### config.mk
export PLATFORM = sky130hd
export DESIGN_NAME = morse_keyer
export DESIGN_NICKNAME = d
export VERILOG_FILES = /design/src/rtl/morse_pkg.sv /design/src/rtl/morse_rom.sv /design/src/rtl/morse_keyer.sv
export SDC_FILE = /design/constraint.sdc
export NUM_CORES = 1
export LEC_CHECK = 0
export CAP_MARGIN = 25
export CORE_MARGIN = 5
export CORE_UTILIZATION = 40
export CTS_CLUSTER_DIAMETER = 120
export DETAILED_ROUTE_END_ITERATION = 8
export MAX_ROUTING_LAYER = met4
export PLACE_DENSITY = 0.68
export REMOVE_ABC_BUFFERS = 1
export SETUP_SLACK_MARGIN = 0.4
export SLEW_MARGIN = 20
export SYNTH_ARGS = -nofsm -noshare
export SYNTH_HDL_FRONTEND = slang
export SYNTH_SLANG_ARGS = --single-unit
export TNS_END_PERCENT = 30
### constraint.sdc
create_clock -name Clock -period 5.7 [get_ports Clock]
set_input_delay 1.14 -clock Clock [delete_from_list [all_inputs] [get_ports Clock]]
set_output_delay 1.14 -clock Clock [all_outputs]
set_load 0.005 [all_outputs]
### src/rtl/morse_pkg.sv
// Shared constants for the Morse keyer: state encoding, symbol codes,
// special character codes and timing multipliers in Morse units.
package morse_pkg;

  typedef enum logic [2:0] {
    S_IDLE = 3'd0,
    S_ELEM = 3'd1,
    S_EGAP = 3'd2,
    S_LGAP = 3'd3,
    S_WGAP = 3'd4
  } state_t;

  localparam logic [1:0] SYM_GAP  = 2'd0;
  localparam logic [1:0] SYM_DOT  = 2'd1;
  localparam logic [1:0] SYM_DASH = 2'd2;

  localparam logic [5:0] CODE_SPACE = 6'd36;
  localparam int         MAX_LEN    = 5;

  localparam int MULT_DASH = 3;
  localparam int MULT_EGAP = 1;
  localparam int MULT_LGAP = 3;
  localparam int MULT_WGAP = 7;

endpackage

### src/rtl/morse_rom.sv
// Character code to Morse pattern lookup. Pattern bit 0 is the first
// element sent; a 1 bit is a dash, a 0 bit is a dot.
module morse_rom
  import morse_pkg::*;
(
  input  logic [5:0] i_code,
  output logic       o_valid,
  output logic [2:0] o_len,
  output logic [4:0] o_pat
);

  logic [8:0] w_entry;

  // Table of {len, pattern}; a zero length marks a code with no pattern
  always_comb begin
    w_entry = 9'd0;
    case (i_code)
      6'd0:  w_entry = {3'd2, 5'b00010}; // A .-
      6'd1:  w_entry = {3'd4, 5'b00001}; // B -...
      6'd2:  w_entry = {3'd4, 5'b00101}; // C -.-.
      6'd3:  w_entry = {3'd3, 5'b00001}; // D -..
      6'd4:  w_entry = {3'd1, 5'b00000}; // E .
      6'd5:  w_entry = {3'd4, 5'b00100}; // F ..-.
      6'd6:  w_entry = {3'd3, 5'b00011}; // G --.
      6'd7:  w_entry = {3'd4, 5'b00000}; // H ....
      6'd8:  w_entry = {3'd2, 5'b00000}; // I ..
      6'd9:  w_entry = {3'd4, 5'b01110}; // J .---
      6'd10: w_entry = {3'd3, 5'b00101}; // K -.-
      6'd11: w_entry = {3'd4, 5'b00010}; // L .-..
      6'd12: w_entry = {3'd2, 5'b00011}; // M --
      6'd13: w_entry = {3'd2, 5'b00001}; // N -.
      6'd14: w_entry = {3'd3, 5'b00111}; // O ---
      6'd15: w_entry = {3'd4, 5'b00110}; // P .--.
      6'd16: w_entry = {3'd4, 5'b01011}; // Q --.-
      6'd17: w_entry = {3'd3, 5'b00010}; // R .-.
      6'd18: w_entry = {3'd3, 5'b00000}; // S ...
      6'd19: w_entry = {3'd1, 5'b00001}; // T -
      6'd20: w_entry = {3'd3, 5'b00100}; // U ..-
      6'd21: w_entry = {3'd4, 5'b01000}; // V ...-
      6'd22: w_entry = {3'd3, 5'b00110}; // W .--
      6'd23: w_entry = {3'd4, 5'b01001}; // X -..-
      6'd24: w_entry = {3'd4, 5'b01101}; // Y -.--
      6'd25: w_entry = {3'd4, 5'b00011}; // Z --..
      6'd26: w_entry = {3'd5, 5'b11111}; // 0 -----
      6'd27: w_entry = {3'd5, 5'b11110}; // 1 .----
      6'd28: w_entry = {3'd5, 5'b11100}; // 2 ..---
      6'd29: w_entry = {3'd5, 5'b11000}; // 3 ...--
      6'd30: w_entry = {3'd5, 5'b10000}; // 4 ....-
      6'd31: w_entry = {3'd5, 5'b00000}; // 5 .....
      6'd32: w_entry = {3'd5, 5'b00001}; // 6 -....
      6'd33: w_entry = {3'd5, 5'b00011}; // 7 --...
      6'd34: w_entry = {3'd5, 5'b00111}; // 8 ---..
      6'd35: w_entry = {3'd5, 5'b01111}; // 9 ----.
      default: w_entry = 9'd0;
    endcase
  end

  assign o_len   = w_entry[7:5];
  assign o_pat   = w_entry[4:0];
  assign o_valid = (w_entry[7:5] != 3'd0);

endmodule

### src/rtl/morse_keyer.sv
// Morse keyer: accepts one character code at a time and plays it out as
// timed dot/dash elements with inter-element, letter and word gaps.
module morse_keyer
  import morse_pkg::*;
#(
  parameter int UNIT_CYCLES = 4,
  parameter int CODE_W      = 6
) (
  input  logic              Clock,
  input  logic              Resetn,
  input  logic [CODE_W-1:0] Code,
  input  logic              InValid,
  output logic              InReady,
  input  logic              Abort,
  output logic              Key,
  output logic [1:0]        Morse,
  output logic              Done,
  output logic              Err,
  output logic [2:0]        OutState
);

  // One counter covers the longest timed state (the 7-unit word gap).
  localparam int CNT_W = (7 * UNIT_CYCLES > 1) ? $clog2(7 * UNIT_CYCLES) : 1;
  localparam logic [CNT_W-1:0] LD_DOT  = CNT_W'(UNIT_CYCLES - 1);
  localparam logic [CNT_W-1:0] LD_DASH = CNT_W'(MULT_DASH * UNIT_CYCLES - 1);
  localparam logic [CNT_W-1:0] LD_EGAP = CNT_W'(MULT_EGAP * UNIT_CYCLES - 1);
  localparam logic [CNT_W-1:0] LD_LGAP = CNT_W'(MULT_LGAP * UNIT_CYCLES - 1);
  localparam logic [CNT_W-1:0] LD_WGAP = CNT_W'(MULT_WGAP * UNIT_CYCLES - 1);

  state_t           r_state, w_state_nxt;
  logic [CNT_W-1:0] r_cnt,   w_cnt_nxt;
  logic [2:0]       r_idx,   w_idx_nxt;
  logic [2:0]       r_len,   w_len_nxt;
  logic [4:0]       r_pat,   w_pat_nxt;
  logic             r_err,   w_err_nxt;

  logic             w_rom_valid;
  logic [2:0]       w_rom_len;
  logic [4:0]       w_rom_pat;
  logic             w_cur_dash;
  logic             w_cnt_zero;

  morse_rom u_rom (
    .i_code  (Code),
    .o_valid (w_rom_valid),
    .o_len   (w_rom_len),
    .o_pat   (w_rom_pat)
  );

  assign w_cur_dash = r_pat[r_idx];
  assign w_cnt_zero = (r_cnt == '0);

  // State, timer and latched character registers
  always_ff @(posedge Clock or negedge Resetn) begin
    if (!Resetn) begin
      r_state <= S_IDLE;
      r_cnt   <= '0;
      r_idx   <= 3'd0;
      r_len   <= 3'd0;
      r_pat   <= 5'd0;
      r_err   <= 1'b0;
    end else begin
      r_state <= w_state_nxt;
      r_cnt   <= w_cnt_nxt;
      r_idx   <= w_idx_nxt;
      r_len   <= w_len_nxt;
      r_pat   <= w_pat_nxt;
      r_err   <= w_err_nxt;
    end
  end

  // Next-state, timer reload and character latch; Abort overrides everything
  always_comb begin
    w_state_nxt = r_state;
    w_cnt_nxt   = r_cnt;
    w_idx_nxt   = r_idx;
    w_len_nxt   = r_len;
    w_pat_nxt   = r_pat;
    w_err_nxt   = 1'b0;
    if (Abort) begin
      w_state_nxt = S_IDLE;
      w_cnt_nxt   = '0;
      w_idx_nxt   = 3'd0;
    end else begin
      case (r_state)
        S_IDLE: begin
          if (InValid) begin
            if (Code == CODE_SPACE) begin
              w_state_nxt = S_WGAP;
              w_cnt_nxt   = LD_WGAP;
            end else if (w_rom_valid) begin
              w_state_nxt = S_ELEM;
              w_pat_nxt   = w_rom_pat;
              w_len_nxt   = w_rom_len;
              w_idx_nxt   = 3'd0;
              w_cnt_nxt   = w_rom_pat[0] ? LD_DASH : LD_DOT;
            end else begin
              w_err_nxt   = 1'b1;
            end
          end
        end
        S_ELEM: begin
          if (!w_cnt_zero) begin
            w_cnt_nxt = r_cnt - CNT_W'(1);
          end else if (r_idx == r_len - 3'd1) begin
            w_state_nxt = S_LGAP;
            w_cnt_nxt   = LD_LGAP;
          end else begin
            w_state_nxt = S_EGAP;
            w_cnt_nxt   = LD_EGAP;
            w_idx_nxt   = r_idx + 3'd1;
          end
        end
        S_EGAP: begin
          if (!w_cnt_zero) begin
            w_cnt_nxt = r_cnt - CNT_W'(1);
          end else begin
            w_state_nxt = S_ELEM;
            w_cnt_nxt   = w_cur_dash ? LD_DASH : LD_DOT;
          end
        end
        S_LGAP, S_WGAP: begin
          if (!w_cnt_zero) begin
            w_cnt_nxt = r_cnt - CNT_W'(1);
          end else begin
            w_state_nxt = S_IDLE;
          end
        end
        default: begin
          w_state_nxt = S_IDLE;
          w_cnt_nxt   = '0;
        end
      endcase
    end
  end

  assign Key      = (r_state == S_ELEM);
  assign Morse    = (r_state == S_ELEM) ? (w_cur_dash ? SYM_DASH : SYM_DOT) : SYM_GAP;
  assign InReady  = (r_state == S_IDLE) && !Abort;
  assign Done     = ((r_state == S_LGAP) || (r_state == S_WGAP)) && w_cnt_zero && !Abort;
  assign Err      = r_err;
  assign OutState = r_state;

endmodule

# Yosys cells after proc, flatten, opt, wreduce, memory -nomap -nowiden
# Memory sizes are Yosys's and may differ from the RTL's.
# Index checks and enable logic that the tools add are counted.
# W data, S select, Z words.
# word_totals
mem_bits_rw	0
mem_bits_ro	512
input_bits	10
out_inout_bits	9
reg_bits	20
latchBits	0
n_memories	1
# memory_table
name	depth	width	read_ports	rd_clocked_by_memory_dff	write_ports	line_no	text
(no name shown)	64	8	1	0	0	morse_rom.sv:17	case (i_code)
# classes
n_mul	0
eq_ne	15
magnitude_cmp	1
n_div	0
bitwise	2
addsub	3
n_mux	36
n_reduce_logical	14
n_shift	0
# ops
operator	count
$mux W3	13
$mux W5	7
$pmux W5 S4	1
$ne A3 B3 Y1 const B	6
$mux W4	3
$pmux W3 S4	1
$reduce_and A5 Y1	2
$mux W1	7
$eq A3 B2 Y1 const B	2
$eq A6 B6 Y1 const B	1
$ne A3 B2 Y1 const B	2
$pmux W3 S2	1
$reduce_and A6 Y1	1
$reduce_bool A3 Y1	2
$logic_not A5 Y1	1
$sub A5 B1 Y5 const B	1
$lt A3 B4 Y1 const B	1
$mux W2	2
$ne A4 B3 Y1 const B	1
$add A3 B1 Y3 const B	1
$bmux W1 S3	1
$eq A3 B1 Y1 const B	1
$eq A3 B3 Y1	1
$eq A3 B3 Y1 const B	1
other kinds (8)	11

# Depth between registers and ports, before layout
# Gate-level depths: netlist of the first run.
# An unclocked memory read counts as a cell.
# logic_depth
ltp_word	7
ltp_mapped	9
mapped_depth_nobuf	8

# By module
# From an unflattened synthesis of the first run, not the netlist that was laid out.
# hier_totals
cells_unflattened	220
hier_area_um2	1886.8
# modules_own_cells
module	area_per_inst_um2	cells_each	instances
morse_keyer	1316.3	142	1
morse_rom	570.5	78	1

# Worst setup path after synthesis of the first run
# No wires, ideal clock.
# synth_path
kind	input port to flip-flop
startpoint	input port Code[1]
endpoint	register r_len[2]
t_required_ns	5.572
arrival_time_ns	3.263
setup_slack_ns	2.309
setup_ns	0.128
path_buffers	1
path_stages	9
path_cell_list	clkbuf_1 inv_1 ha_1 nor2_1 mux2_1 o41ai_1 a211oi_4 nor2_4 mux2_1
# synth_via
elab_chain_len	3
# synth_lines
element	line_no	text
from (decl)	morse_keyer.sv:11	input logic [CODE_W-1:0] Code,
$mem_v2 Z64 W8 or $eq A6 B6 Y1 (tied branches)	-	
$reduce_bool A3 Y1 or $not A1 Y1 (tied branches)	-	
$reduce_and A5 Y1 (no line)	-	
to (signal assigned)	morse_keyer.sv:66	r_len <= w_len_nxt;
to (decl)	morse_keyer.sv:33	logic [2:0] r_len, w_len_nxt;
# Parallel ways exist; a longest one is shown, timed or not.
# A chain may end at the register's enable or synchronous reset.

# Worst setup path after layout of the first run
# layout_path
startpoint	input port Abort
endpoint	output port Done
# layout_via
elab_chain_len	2
# layout_lines
element	line_no	text
from (decl)	morse_keyer.sv:14	input logic Abort,
$logic_not A1 Y1	morse_keyer.sv:140	assign Done = ((r_state == S_LGAP) || (r_state == S_WGAP)) && w_cnt_zero && !Abort;
$logic_and A1 B1 Y1	morse_keyer.sv:140	
to (decl)	morse_keyer.sv:17	output logic Done,
# Every way passes these cells.

==> results of run 1 <==
-- registers in the layout, summed over array words and instances (netlist names) --
register and count:
r_len 3, Err 1, OutState 3, r_cnt 5, r_pat 5, r_idx 3
-- cell families after synthesis --
kind of cell,after synthesis,synth area share [%]
adder cells (fa/ha/maj),10,6.44
multiplexers,16,10.2
AND/OR/NAND/NOR,84,22.6
AO/OA/AOI/OAI,69,25.1
buffers and inverters,32,6.95
flip-flops,20,25.8
XOR/XNOR,5,2.96
-- through the flow --
step | hold slack (ps) | cells
finish | 492 | 309
global route | 530 | 309
CTS | 496 | 308
detailed placement | 480 | 305
global placement | 475 | 305
floorplan | 457 | 220
-- cell usage in the layout (no fill, tap or decap), drive strengths merged, types with 6 or more instances in the layout --
master | synthesis | layout
a21oi | 13 | 13
nor2 | 23 | 23
inv | 16 | 16
nand2 | 22 | 22
dfrtp | 20 | 20
mux2 | 10 | 10
nand2b | 8 | 8
a211oi | 7 | 7
nor2b | 6 | 6
o22ai | 6 | 6
clkdlybuf4s50 | 0 | 18
o21ai | 17 | 17
ha | 10 | 10
-- metal layers --
layer  GRT usage, %  vias to the layer above
li1               -                      864
met4           5.33                        0
met1           19.6                      832
met2           24.3                       49
met5              -                        -
met3           1.35                        6
-- worst paths after layout --
path | slack [ps] | start | endpoint | depth (start not counted)
hold reg to reg | 490 | r_pat[0] | r_pat[0] | 1
setup / recovery | 1720 | Abort | Done | 5
min in group asynchronous | 1140 | Resetn | OutState[0] | 1
hold / removal | 490 | r_pat[0] | r_pat[0] | 1
max in group asynchronous | 4140 | Resetn | r_len[1] | 2
setup reg to reg | 3330 | r_cnt[1] | r_cnt[3] | 7
-- power by group --
group          internal (mW)  leakage (nW)  switching (mW)
sequential             0.177         0.265          0.0317
clock                 0.0470        0.0216          0.0442
combinational          0.131         0.607           0.148
total                  0.355         0.893           0.224
-- layout make-up --
| class | instances | area [um^2] | area share (%) |
|---|---|---|---|
| clock buffer | 3 | 41.3 | 1.89 |
| inverter | 16 | 60.1 | 2.74 |
| multi-input combinational | 184 | 1310 | 59.7 |
| sequential | 20 | 500 | 22.9 |
| tap | 67 | 83.8 | 3.83 |
| timing repair buffer | 19 | 195 | 8.92 |
-- worst max-delay path, delay by kind of cell --
kind | cells | cell delay [ps]
buffers and inverters | 2 | 1100
AND/OR/NAND/NOR | 2 | 290
AO/OA/AOI/OAI | 1 | 310
==> impl_metrics.yaml, run 1 <==
run_status:
  status: "finished clean"
sta:
  period_needed_ps: 3980
  drv_slew: 0
  slew_headroom_pct: 40.9
  setup_slack_ps: 1720
  rsz0062_at_grt: "false"
  fin_tns_setup_ps: 0
  hold_viol_final: 0
  setup_viol: 0
  skew_ps: 8.25
  fmax_ghz: 0.251
  worst_pin_slew_ps: 874
  period_share_pct: 69.8
critical_path:
  worst-setup-path-type: "primary input to output port"
  cpMostUsedCell: "clkdlybuf4s50_1"
  cp_slowest_cell: "clkdlybuf4s50_1"
  critPathMaxFanout: 9
  crit_required_ps: 4560
  worstPathCellList: "clkdlybuf4s50_1, a21oi_1, nand2_1, nor2_1, clkdlybuf4s50_1"
  crit_arrival_ps: 2840
  startpoint_type: "primary input"
  cpPeakStageDelay_ps: 590
  crit_path_end_kind: "output port"
die:
  initial_core_util_pct: 41.1
  chipWidth_um: 79.7
  core.rowCount: 25
  core-area_um2: 4720
  dieArea_um2: 6350
  ios: 19
  die_y_um: 79.7
synth:
  synth_top_area_share_pct: 25.8
  synthCells: 236
  syn_area_um2: 1940
  synth_area_leaders: "dfrtp_1, ha_1, mux2_1"
  synth_area_per_cell_um2: 8.23
  synthArstFlopShare_pct: 100
  synth_edf_count: 0
  yosysTopAreaCell: "dfrtp_1"
  synth_cell_types: 58
  ys_ff_latch: 20
  ys_seq_area_share_pct: 25.8
  synthTopCellsByCount: "nand2_1, nor2_1, dfrtp_1"
  ys_warn_count: 0
  synth_flop_cell: "dfrtp_1"
grt:
  grt_max_degree: 25
  grt.overflow.total: 0
  grt_pass1_wl_um: 7500
  antenna_found_initial: 0
  gr-usage-all-layers_pct: 15.0
  grt_pass1_vias: 1616
placed_design:
  io_buffers: 18
  dp_hpwl_um: 3330
  pre_cts_ws_ps: 1510
  placed_cell_area_um2: 2130
  gp_congestion: 0.874
routing:
  wl_met2_um: 2060
  drtAntennaViolNets: 0
  vias: 1751
  vias_per_cell: 5.67
  highest_layer: "met4"
  drc: 0
  first_iter_violations: 99
  routed_wl_um: 4400
  post_drt_wl_per_cell_um: 14.2
  met3_length_um: 211
  drt_first_pass_iters: 4
  met1Wirelength_um: 2050
clock_tree:
  post_cts_resize_count: 0
  clock_latency_ps: 260
  cts-htree-levels: 1
  cts_sinks: 20
  cts_tree: "yes"
  clockBufferDepth: 2
  postCtsHoldBufs: 0
  cts_setup_buffers: 0
  cts.reportedPaths.clkPinSlew_ps: 60
  cts_root_buffer: "clkbuf_8"
  numCtsBuffers: 3
cells_and_area:
  layout-drive-gt1-share_pct: 7.02
  diodes: 0
  syn_to_final_growth_pct: 12.6
  final_util_pct: 46.3
  fin_area_um2: 2190
  layout.nets: 264
  nFillCells: 467
power:
  p_leak_nw: 0.893
  ir_drop_mv: 0.0868
  total_power_uw: 579
  p_per_area_nw_per_um2: 265
min_path:
  hold_path.class: "flop to flop"
job:
  drv_cap: 0
No activity file was read; power rests on OpenSTA's default activity.
==> run 2, diff against run 1 <==
Settings changed: PLACE_DENSITY 0.68 to 0.71.
Clock period 5.7 ns to 3.4 ns, I/O delays scaled along.
==> impl_metrics.yaml, run 2 (synthesis gave the netlist of run 1 again) <==
run_status:
  status: "finished clean"
job:
  drv_cap: 0
sta:
  setup_slack_ps: 487
  slew_headroom_pct: 62.4
  fmax_ghz: 0.343
  period_needed_ps: 2910
  hold_viol_final: 0
  skew_ps: 6.20
  fin_tns_setup_ps: 0
  worst_pin_slew_ps: 565
  rsz0062_at_grt: "false"
  drv_slew: 0
  setup_viol: 0
  period_share_pct: 85.7
critical_path:
  startpoint_type: "primary input"
  crit_path_end_kind: "flop"
  worstPathCellList: "clkdlybuf4s50_1, nor2_1, mux2_4, o41ai_4, buf_4, a211oi_4, buf_4, nor2_4, mux2_4"
  cpPeakStageDelay_ps: 640
  crit_required_ps: 3540
  regToRegSetupSlack_ps: 1070
  critPathMaxFanout: 9
  crit_arrival_ps: 3050
  worst-setup-path-type: "primary input to flop"
  cp_slowest_cell: "clkdlybuf4s50_1"
  r2r_cells: 7
cells_and_area:
  final_cells: 330
  layout.nets: 285
  nFillCells: 453
  layout_common_cells: "nand2_1, dfrtp_1, nor2_1, buf_4, o21ai_0"
  syn_to_final_growth_pct: 25.8
  reg_top3: "r_cnt (5), r_pat (5)"
  layout-drive-gt1-share_pct: 20.5
  diodes: 0
  fin_area_um2: 2440
  final_common_cell: "nand2_1"
routing:
  vias: 1834
  drc: 0
  drtAntennaViolNets: 0
  vias_per_cell: 5.56
  post_drt_wl_per_cell_um: 14.7
  drt_first_pass_iters: 4
  first_iter_violations: 112
  routed_wl_um: 4840
power:
  p_seq_share_pct: 33.3
  ir_drop_mv: 0.198
  clkPwrFrac_pct: 14.5
  power_frac_comb_pct: 52.2
  internal-power_uw: 652
  p_leak_nw: 1.07
  swShare_pct: 38.1
  switching_power_uw: 402
  total_power_mw: 1.05
  p_per_area_nw_per_um2: 431
placed_design:
  dpl.cell_count: 318
  placed_cell_area_um2: 2230
  gp_congestion: 0.881
  io_buffers: 18
  dp_hpwl_um: 3600
  pre_cts_ws_ps: 89.2
min_path:
  hold_path.class: "flop to flop"
  hold_depth: 1
clock_tree:
  cts-htree-levels: 1
  cts_tree: "yes"
  numCtsBuffers: 3
  clock_latency_ps: 260
  cts_root_buffer: "clkbuf_8"
  cts_sinks: 20
  clockBufferDepth: 2
  cts.reportedPaths.clkPinSlew_ps: 70
grt:
  grt_pass1_wl_um: 8130
  grt.overflow.total: 0
  grt_pass1_vias: 1722
  grt_max_degree: 21
  gr-usage-all-layers_pct: 16.2
  antenna_found_initial: 0
die:
  ios: 19
  chipWidth_um: 79.7
  dieArea_um2: 6350
  core-area_um2: 4720
  die_y_um: 79.7
  initial_core_util_pct: 41.1
  core.rowCount: 25
run 2: changes by cell type in the layout (fill, tap and decap cells not counted), sizes merged:
cell / change
clkdlybuf4s50: -5
buf: +21
dlymetal6s2s: +5
run 2: critical path, delay by kind of cell:
kind            cells  cell delay, ps
compound gates      2             410
buf+inv             3             980
mux                 2             610
simple gates        2             370
run 2: power groups by stage:
stage / clock network [mW] / registers [mW] / logic (mW)
floorplan: 0 / 0.340 / 0.334
global placement: 0 / 0.352 / 0.484
detailed placement: 0 / 0.353 / 0.494
CTS: 0.159 / 0.348 / 0.512
global route: 0.165 / 0.362 / 0.608
finish: 0.153 / 0.351 / 0.550
run 2: path summary, 6_finish.rpt:
check	to	start
max	r_pat[2]	Code[5]
min	r_pat[0]	r_pat[0]
max reg2reg	r_pat[2]	OutState[1]
min reg2reg	r_pat[0]	r_pat[0]
max in group asynchronous	r_pat[1]	Resetn
min in group asynchronous	OutState[2]	Resetn
run 2: area by class of cell:
type	instances	area, um^2	share of cell area (%)
clock buffers	3	41.3	1.69
inverters	16	60.1	2.46
multi-input cells	184	1390	56.9
flip-flops and latches	20	500	20.5
well taps	67	83.8	3.43
repair buffers	40	369	15.1
run 2: routing by layer:
metal,track usage [%],wire length (um)
met3,1.13,228
met1,21.7,2230
met4,4.30,95
met2,26.5,2290
met5,-,0
run 2: what timing repair did:
item | CTS | global route
hold buffers | 0 | 0
buffers inserted | 4 | 4
setup endpoints to repair | 9 | 12
gates resized for setup | 3 | 22
pin swaps | 2 | 5
run 2: stage by stage:
| step | hold WS (ps) | util (%) |
|---|---|---|
| floorplan | 384 | - |
| global placement | 474 | 47.2 |
| detailed placement | 475 | 47.2 |
| CTS | 491 | 49.3 |
| global route | 537 | 51.8 |
| finish | 513 | 51.8 |
==> run 3, diff against run 2 <==
==> constraint.sdc (replaced) <==
create_clock -name Clock -period 3.4 [get_ports Clock]
set_input_delay 0.34 -clock Clock [delete_from_list [all_inputs] [get_ports Clock]]
set_output_delay 0.34 -clock Clock [all_outputs]
set_load 0.005 [all_outputs]
==> impl_metrics.yaml, run 3 (synthesis gave the netlist of run 1 again) <==
routing:
  drt_first_pass_iters: 4
  routed_wl_um: 4410
  post_drt_wl_per_cell_um: 13.9
  drtAntennaViolNets: 0
  vias_per_cell: 5.52
  vias: 1749
  drc: 0
  first_iter_violations: 112
cells_and_area:
  layout_common_cells: "nand2_1, nor2_1, dfrtp_1"
  reg_top3: "r_cnt (5), r_pat (5)"
  layout-drive-gt1-share_pct: 10.0
  nFillCells: 474
  syn_to_final_growth_pct: 15.8
  layout.nets: 271
  diodes: 0
  final_cells: 317
  fin_area_um2: 2250
clock_tree:
  postCtsHoldBufs: 0
  post_cts_resize_count: 0
  cts_setup_buffers: 0
  cts.reportedPaths.clkPinSlew_ps: 80
  clock_latency_ps: 260
  clockBufferDepth: 2
  cts_root_buffer: "clkbuf_8"
  cts-htree-levels: 1
  numCtsBuffers: 3
  cts_tree: "yes"
  cts_sinks: 20
grt:
  gr-usage-all-layers_pct: 14.7
  grt_pass1_vias: 1527
  grt_max_degree: 24
  grt.overflow.total: 0
  grt_pass1_wl_um: 7260
  antenna_found_initial: 0
die:
  chipWidth_um: 79.7
  initial_core_util_pct: 41.1
  core-area_um2: 4720
  dieArea_um2: 6350
  core.rowCount: 25
  die_y_um: 79.7
  ios: 19
power:
  p_leak_nw: 0.933
  p_per_area_nw_per_um2: 452
  switching_power_uw: 388
  swShare_pct: 38.1
  clkPwrFrac_pct: 18.1
  p_seq_share_pct: 34.2
  power_frac_comb_pct: 47.7
  internal-power_uw: 631
  ir_drop_mv: 0.146
critical_path:
  startpoint_type: "primary input"
  worst-setup-path-type: "primary input to flop"
  crit_path_end_kind: "flop"
  critPathMaxFanout: 9
  crit_required_ps: 3540
  crit_arrival_ps: 2970
sta:
  fmax_ghz: 0.353
  period_share_pct: 83.3
  slew_headroom_pct: 55.9
  fin_tns_setup_ps: 0
  period_needed_ps: 2830
  skew_ps: 7.73
  worst_pin_slew_ps: 653
  rsz0062_at_grt: "false"
  setup_slack_ps: 568
  hold_viol_final: 0
  setup_viol: 0
  drv_slew: 0
min_path:
  hold_path.class: "primary input to async pin"
job:
  drv_cap: 0
placed_design:
  dp_hpwl_um: 3360
  pre_cts_ws_ps: 310
  dpl.cell_count: 312
  placed_cell_area_um2: 2180
  io_buffers: 18
  gp_congestion: 0.883
run_status:
  status: "finished clean"
==> run 3: area by class of cell <==
type	count	area, um^2	area share [%]
multi-input cells	184	1310	58.1
flip-flops and latches	20	500	22.2
repair buffers	26	244	10.8
well taps	67	83.8	3.72
inverters	16	60.1	2.67
clock buffers	4	55.1	2.45
==> run 3: layer usage <==
| metal | wire length (um) | part of all wire (%) | up-vias | track usage, % |
|---|---|---|---|---|
| met5 | 0 | 0 | - | - |
| met4 | 46 | 1.0 | 0 | 3.61 |
| met3 | 163 | 3.7 | 5 | 1.47 |
| met2 | 2040 | 46 | 35 | 22.3 |
| met1 | 2160 | 49 | 831 | 21.1 |
| li1 | - | - | 878 | - |
==> run 3: worst paths after layout <==
path / from / cells past startpoint / to / slack [ps]
worst max-delay path: Code[1] / 9 / r_pat[1] / 570
worst min-delay path: Resetn / 1 / Err / 320
worst max register to register: r_cnt[0] / 8 / r_idx[0] / 1050
worst min register to register: r_pat[0] / 1 / r_pat[0] / 490
max in group asynchronous: Resetn / 2 / r_pat[3] / 2650
min in group Clock: r_pat[0] / 1 / r_pat[0] / 490
==> run 3: power by group through the flow <==
stage / combinational, mW / clock [mW] / sequential [mW]
after floorplan: 0.334 / 0 / 0.340
after global placement: 0.479 / 0 / 0.352
after detailed placement: 0.481 / 0 / 0.353
after CTS: 0.486 / 0.187 / 0.348
after global routing: 0.545 / 0.201 / 0.360
final: 0.486 / 0.184 / 0.348
==> run 3: worst max-delay path, stage by stage <==
cell and delay (ps):
clkdlybuf4s50_1 510, inv_1 110, ha_1 360, nor2_1 50, mux2_1 300, o41ai_1 550
a211oi_4 170, nor2_4 230, mux2_1 350
==> run 3: through the flow <==
stage / utilization [%] / power, mW / hold slack (ps)
after floorplan: - / 0.674 / 44.4
after global placement: 46.3 / 0.831 / 469
after detailed placement: 46.3 / 0.834 / 474
after CTS: 47.4 / 1.02 / 491
after global routing: 47.7 / 1.10 / 345
final: 47.7 / 1.02 / 322
